<file path="config.mk">
export PLATFORM = sky130hd
export DESIGN_NAME = itcm_arbiter
export DESIGN_NICKNAME = d
export VERILOG_FILES = /design/src/rtl/itcm_arbiter.sv
export SDC_FILE = /design/constraint.sdc
export NUM_CORES = 1
export LEC_CHECK = 0
export ABC_AREA = 1
export CORE_AREA = 2 2 180 182
export CTS_BUF_LIST = sky130_fd_sc_hd__clkbuf_8
export CTS_CLUSTER_SIZE = 25
export DETAILED_ROUTE_END_ITERATION = 12
export DIE_AREA = 0 0 182 184
export SETUP_SLACK_MARGIN = 0.3
export SYNTH_ARGS = -nofsm -noshare
export SYNTH_HDL_FRONTEND = slang
export SYNTH_SLANG_ARGS = --single-unit
</file>
<file path="constraint.sdc">
create_clock -name clk -period 1.66 [get_ports clk]
set_input_delay 0.332 -clock clk [delete_from_list [all_inputs] [get_ports clk]]
set_output_delay 0.332 -clock clk [all_outputs]
set_load 0.03 [all_outputs]
</file>
<file path="src/rtl/itcm_arbiter.sv">
// Arbiter sharing the dual-half 64-bit ITCM SRAM between fetch, load/store and an external port.
// Define ITCM_EXT_PORT_EN to let the external loader/debug port take part in arbitration.
module itcm_arbiter #(
    parameter int AW         = 16,
    parameter int STARVE_MAX = 4
) (
    input  logic          clk,
    input  logic          cpurst,
    input  logic          if_req,
    input  logic [28:0]   if_adr,
    output logic          if_gnt,
    output logic [63:0]   if_rdata,
    output logic          if_rvalid,
    input  logic          ls_req,
    input  logic          ls_we,
    input  logic [31:0]   ls_addr,
    input  logic [3:0]    ls_ben,
    input  logic [31:0]   ls_wdata,
    output logic          ls_gnt,
    output logic [31:0]   ls_rdata,
    output logic          ls_rvalid,
    input  logic          ext_req,
    input  logic          ext_we,
    input  logic [31:0]   ext_addr,
    input  logic [3:0]    ext_ben,
    input  logic [31:0]   ext_wdata,
    output logic          ext_gnt,
    output logic [31:0]   ext_rdata,
    output logic          ext_rvalid,
    output logic          sram_csn0,
    output logic          sram_csn1,
    output logic          sram_wen,
    output logic [AW-1:0] sram_addr,
    output logic [7:0]    sram_ben,
    output logic [63:0]   sram_din,
    input  logic [63:0]   sram_dout
);
    localparam logic [3:0] STARVE_LIM = 4'(STARVE_MAX);

    typedef enum logic [1:0] {OWN_NONE, OWN_IF, OWN_LS, OWN_EXT} owner_t;

    logic [3:0] starve_cnt_reg;
    owner_t     owner_reg;
    logic       half_reg;
    logic       if_win, ls_win, ext_win, ext_act;
    logic       unused_bits;

`ifdef ITCM_EXT_PORT_EN
    assign ext_act = ext_req;
`else
    assign ext_act = 1'b0;
`endif

    // Address bits outside the SRAM window, and the EXT inputs when the port is compiled out.
    assign unused_bits = ^{if_adr, ls_addr, ext_req, ext_we, ext_addr, ext_ben, ext_wdata, ext_win};

    always_comb begin
        if_win  = 1'b0;
        ls_win  = 1'b0;
        ext_win = 1'b0;
        if (!cpurst) begin
            if (if_req && (starve_cnt_reg == STARVE_LIM)) if_win = 1'b1;
            else if (ls_req)                              ls_win = 1'b1;
            else if (ext_act)                             ext_win = 1'b1;
            else if (if_req)                              if_win = 1'b1;
        end
    end

    // A 32-bit access enables only the half picked by addr[2]; write data is mirrored to both.
    always_comb begin
        sram_csn0 = 1'b1;
        sram_csn1 = 1'b1;
        sram_wen  = 1'b1;
        sram_addr = '0;
        sram_ben  = '0;
        sram_din  = '0;
        if (if_win) begin
            sram_csn0 = 1'b0;
            sram_csn1 = 1'b0;
            sram_addr = if_adr[AW-1:0];
            sram_ben  = 8'hFF;
        end else if (ls_win) begin
            sram_csn0 = ls_addr[2];
            sram_csn1 = ~ls_addr[2];
            sram_wen  = ~ls_we;
            sram_addr = ls_addr[AW+2:3];
            sram_ben  = ls_addr[2] ? {ls_ben, 4'b0} : {4'b0, ls_ben};
            sram_din  = {ls_wdata, ls_wdata};
        end
`ifdef ITCM_EXT_PORT_EN
        else if (ext_win) begin
            sram_csn0 = ext_addr[2];
            sram_csn1 = ~ext_addr[2];
            sram_wen  = ~ext_we;
            sram_addr = ext_addr[AW+2:3];
            sram_ben  = ext_addr[2] ? {ext_ben, 4'b0} : {4'b0, ext_ben};
            sram_din  = {ext_wdata, ext_wdata};
        end
`endif
    end

    always_ff @(posedge clk) begin
        if (cpurst) begin
            starve_cnt_reg <= '0;
            owner_reg      <= OWN_NONE;
            half_reg       <= 1'b0;
        end else begin
            if (if_req && !if_win) begin
                if (starve_cnt_reg != STARVE_LIM) starve_cnt_reg <= starve_cnt_reg + 4'd1;
            end else begin
                starve_cnt_reg <= '0;
            end
            // Writes leave owner at NONE so no read-valid strobe follows them.
            if (if_win) begin
                owner_reg <= OWN_IF;
            end else if (ls_win && !ls_we) begin
                owner_reg <= OWN_LS;
                half_reg  <= ls_addr[2];
            end else if (ext_win && !ext_we) begin
                owner_reg <= OWN_EXT;
                half_reg  <= ext_addr[2];
            end else begin
                owner_reg <= OWN_NONE;
            end
        end
    end

    assign if_gnt    = if_win;
    assign if_rdata  = sram_dout;
    assign if_rvalid = (owner_reg == OWN_IF) && !cpurst;
    assign ls_gnt    = ls_win;
    assign ls_rdata  = half_reg ? sram_dout[63:32] : sram_dout[31:0];
    assign ls_rvalid = (owner_reg == OWN_LS) && !cpurst;

`ifdef ITCM_EXT_PORT_EN
    assign ext_gnt    = ext_win;
    assign ext_rdata  = half_reg ? sram_dout[63:32] : sram_dout[31:0];
    assign ext_rvalid = (owner_reg == OWN_EXT) && !cpurst;
`else
    assign ext_gnt    = 1'b0;
    assign ext_rdata  = 32'h0;
    assign ext_rvalid = 1'b0;
`endif

endmodule

</file>
# Yosys cells after proc, flatten, opt, wreduce, memory -nomap -nowiden
# Cells that the tools add are included.
op_classes:
  add_sub_neg: 1
  eq_ne: 4
  muxes: 24
  bitwise_logic: 4
  reduce_logical: 11
op_table:
  columns: ["op", "count"]
  rows:
  - ["two-way mux 64 bit", 2]
  - ["two-way mux 16 bit", 2]
  - ["two-way mux 32 bit", 1]
  - ["two-way mux 8 bit", 3]
  - ["two-way mux 1 bit", 15]
  - ["logical AND 1 bit", 5]
  - ["adder 4 x 1 -> 4 bit (second input constant)", 1]
  - ["equality test 4 x 3 -> 1 bit (second input constant)", 1]
  - ["!= test 4 x 3 -> 1 bit (second input constant)", 1]
  - ["NOT 1 bit", 4]
  - ["OR reduction 2 bit", 2]
  - ["zero test 1 bit", 3]
  - ["equality test 2 x 1 -> 1 bit (second input constant)", 1]
  - ["equality test 2 bit (second input constant)", 1]
  - ["two-way mux 2 bit", 1]
  - ["AND reduction 2 bit", 1]
word_totals:
  register_bits: 7
  inputBits: 236
  out_inout_bits: 225
  wordCells: 48

# Depth between registers and ports, before layout
depth:
  word_depth: 8
  depth_mapped: 9
  ltp_nobuf: 8

# Worst setup path after synthesis
# Ideal clock, no wire load.
synth_path:
  path_type: "register to output"
  startpoint: "register starve_cnt_reg[0]"
  endpoint: "output sram_din[32]"
  t_arrival_ps: 1710
  required_ps: 1328
  path_slack_ps: -382
  path_stages_with_launch: 8
  n_path_buf: 2
  path_cell_list: "dfxtp_1 inv_1 ha_1 nand4_1 nand2_2 buf_2 nor2_1 buf_4"
synth_via:
  elab_chain_len: 6
  word_cells_on_any_way: 8
  cone_classes: "1 x eq/ne; 6 x mux; 1 x reduce/logical"
synth_lines:
  columns: ["element", "line_no", "source"]
  rows:
  - ["start: declaration", "42", "logic [3:0] starve_cnt_reg;"]
  - ["start signal: assignment", "109", "if (starve_cnt_reg != STARVE_LIM) starve_cnt_reg <= starve_cnt_reg + 4'd1;"]
  - ["equality test 4 x 3 -> 1 bit (*)", "62", "if (if_req && (starve_cnt_reg == STARVE_LIM)) if_win = 1'b1;"]
  - ["logical AND 1 bit (*)", "62", null]
  - ["two-way mux 1 bit", "62", null]
  - ["two-way mux 1 bit", "61", "if (!cpurst) begin"]
  - ["two-way mux 64 bit", "82", "end else if (ls_win) begin"]
  - ["two-way mux 64 bit (*)", "77", "if (if_win) begin"]
  - ["end: declaration", "35", "output logic [63:0] sram_din,"]
# Mark *: on every way between the ends. The rest lies on a longest branch, timed or not.

# Worst setup path in the final report
layout_path:
  startpoint: "register starve_cnt_reg[0]"
  endpoint: "output sram_din[40]"
# The elaborated chain is that of the path after synthesis.

==> impl_metrics.yaml <==
status:
  violations: "negative setup slack"
  outcome: "complete, but fails checks"
finish:
  drive_gt1_frac: 0.615
  area_growth_pct: 220
  finalNetCount: 945
  largest_register_ffs: 4
  antenna_cells: 0
  fin_area_mm2: 0.00730
synthesis:
  async_reset_ff_frac: 0
  synthCells: 426
  synth_xor_xnor_area_share: 0.00383
  ys_types: 21
  yosysMostFrequentCell: "nand2_1"
  yosys.area.top_type: "buf_4"
  yosys_warnings: 0
  yosys-top-cells-count: "160 x nand2_1, 131 x buf_4, 47 x inv_1"
  synth_top_family_by_area: "buffers and inverters"
  synth.top_cell.area_share: 0.430
  synthTopCellsByArea: "buf_4 43%, nand2_1 26%, inv_1 7.7%, dfxtp_1 6.1%, nor2_1 6.1%"
  synth_seq_cells: 7
  synth-simple-area-share: 0.353
  synth_seq_area_share: 0.0613
  syn-cell-area_mm2: 0.00228
  synth_edf_count: 0
  syn_area_per_cell_um2: 5.36
  synth_compound_area_frac: 0.0285
  ys.flop_type: "dfxtp_1"
  yosys.area_share.adder: 0.0110
  synth_mux_area_frac: 0
floorplan:
  dieWidth_um: 182
  die_h_um: 184
  rows: 65
  die_area_mm2: 0.0335
  start_util: 0.0728
  io_pins: 461
  core_mm2: 0.0314
placed_design:
  gp_congestion: 0.716
  placed_area_mm2: 0.00559
  dp_slack_ns: -0.464
  io_buffers: 328
  hpwl_um: 9960
clock_tree:
  clock-sinks: 7
  cts.htree.levels: 1
  clock_latency_ns: 0.23
  clk_pin_slew_ns: 0.04
  cts_tree: "built"
  cts_root_buf: "clkbuf_8"
  numCtsBuffers: 3
  cts_buffer_depth: 2
  hold_buffers: 0
min_path:
  hold_depth: 2
  hold_class: "reg -> reg"
  hp-start: "starve_cnt_reg[3]$_SDFFE_PP0P_"
  whs_endpoint: "starve_cnt_reg[3]$_SDFFE_PP0P_"
global_route:
  grt.total_usage: 0.0749
  grt_pass1_vias: 3447
  grt_max_degree: 12
  grt_pass1_wl_um: 19400
  antenna_found_initial: 0
  gr-total-overflow: 0
setup_path:
  r2r_slack_ns: -0.29
  worstPathMaxFanout: 8
  r2r-start: "starve_cnt_reg[0]$_SDFFE_PP0P_"
  crit_type: "reg -> out"
  cp.arrival_ns: 1.68
  cp-end-kind: "output port"
  regToRegEndpoint: "half_reg$_SDFFE_PP0P_"
  required_ns: 1.33
  r2r_cells: 15
  cp-start-kind: "flip-flop"
timing:
  fin_crit_ns: 2.01
  skew_ns: 0.00607
  hold_violations: 0
  rsz0062_at_grt: "true"
  min_period_over_period: 1.21
  final.setup.worst_slack_ns: -0.348
  slew_violations: 0
  setup_viol: 103
  fmax_mhz: 498
  setup_tns_ns: -28.12
power:
  ir_drop_v: 0.000136
  p_per_area_mw_per_mm2: 367
  p_leak_nw: 3.55
flow_run:
  cap_violations: 0
route:
  vias_per_cell: 3.04
  dr.pass1.iters: 6
  drt_wl_total_um: 13800
  drc_errors: 0
  ant_nets: 0
  drtIter0Drc: 62
  routedWlPerCell_um: 12.5
  via_count: 3373
## logic make-up after synthesis
logic type,Yosys count
AND/OR/NAND/NOR,208
buffers and inverters,194
AO/OA/AOI/OAI,13
flip-flops,7
adder cells (fa/ha/maj),2
XOR/XNOR,1
other,1
## cell usage in the layout (no fill, tap or decap), types with 2 or more instances in the layout
| master | instances |
|---|---|
| buf_6 | 171 |
| clkdlybuf4s50_1 | 100 |
| nand2_4 | 70 |
| buf_4 | 51 |
| nand2_1 | 46 |
| nand2_2 | 44 |
| inv_1 | 41 |
| nor2_4 | 34 |
| conb_1 | 34 |
| dlymetal6s2s_1 | 19 |
| dlygate4sd2_1 | 17 |
| buf_12 | 17 |
| inv_2 | 6 |
| o21ai_4 | 6 |
| buf_16 | 6 |
| buf_8 | 5 |
| o21ai_2 | 4 |
| dfxtp_1 | 4 |
| nand3_4 | 3 |
| nor2_1 | 3 |
| clkbuf_8 | 3 |
| nand4_1 | 2 |
| nand2_8 | 2 |
| o21ai_0 | 2 |
| nand3_1 | 2 |
| dfxtp_2 | 2 |
## layer usage
| layer | up-vias | wire length, um | GRT usage |
|---|---|---|---|
| met1 | 1532 | 4730 | 0.0805 |
| met5 | - | 0 | 0 |
| li1 | 1651 | - | - |
| met4 | 0 | 184 | 0.0190 |
| met3 | 7 | 973 | 0.0121 |
| met2 | 183 | 7960 | 0.150 |
## how the worst max path moves through the flow
| stage | startpoint | to |
|---|---|---|
| 6_report | starve_cnt_reg[0]$_SDFFE_PP0P_ | sram_din[40] |
| 5_1_grt | starve_cnt_reg[0]$_SDFFE_PP0P_ | sram_din[40] |
| 4_1_cts | starve_cnt_reg[0]$_SDFFE_PP0P_ | sram_din[37] |
| 3_5_place_dp | cpurst | sram_addr[11] |
| 3_3_place_gp | cpurst | sram_addr[11] |
| 2_1_floorplan | starve_cnt_reg[0]$_SDFFE_PP0P_ | sram_din[39] |
## what timing repair did
item                                    CTS  global route
endpoints found under the hold margin     0             0
setup buffers                            19             2
endpoints found under the setup margin  140           153
gates cloned                              8             0
pin swaps                                39            37
gates resized for setup                 299            83
## report_power, final
group	switching [mW]	internal (mW)	total (mW)	leakage [nW]
registers	0.00355	0.173	0.177	0.0586
clock network	0.0773	0.160	0.237	0.0269
logic	1.24	1.02	2.27	3.47
total	1.32	1.36	2.68	3.55
## layout make-up
type / instances / area (um^2)
fillers: 3386 / 24100
multi-input cells: 258 / 2090
repair buffers: 386 / 4280
repair inverters: 2 / 28.8
inverters: 49 / 208
well taps: 402 / 503
clock buffers: 3 / 41.3
clock inverters: 1 / 3.75
flip-flops and latches: 7 / 146
## worst max-delay path, cell delays in order (launching register included)
cell     delay (ns)
dfxtp_2        0.34
inv_2          0.05
ha_4           0.17
nand4_1        0.15
nand2_4        0.13
buf_12         0.18
buf_12         0.15
nor2_4         0.13
buf_6          0.15
## per-stage QoR
step	total power [mW]	utilization	hold slack, ns	cells
4_1_cts	2.62	0.222	0.472	1106
3_5_place_dp	2.02	0.178	0.466	1075
2_1_floorplan	1.37	-	0.415	459
5_1_grt	2.81	0.233	0.552	1108
6_report	2.68	0.233	0.517	1108
3_3_place_gp	2.01	0.178	0.464	1075
(Power assumes the default switching activity.)
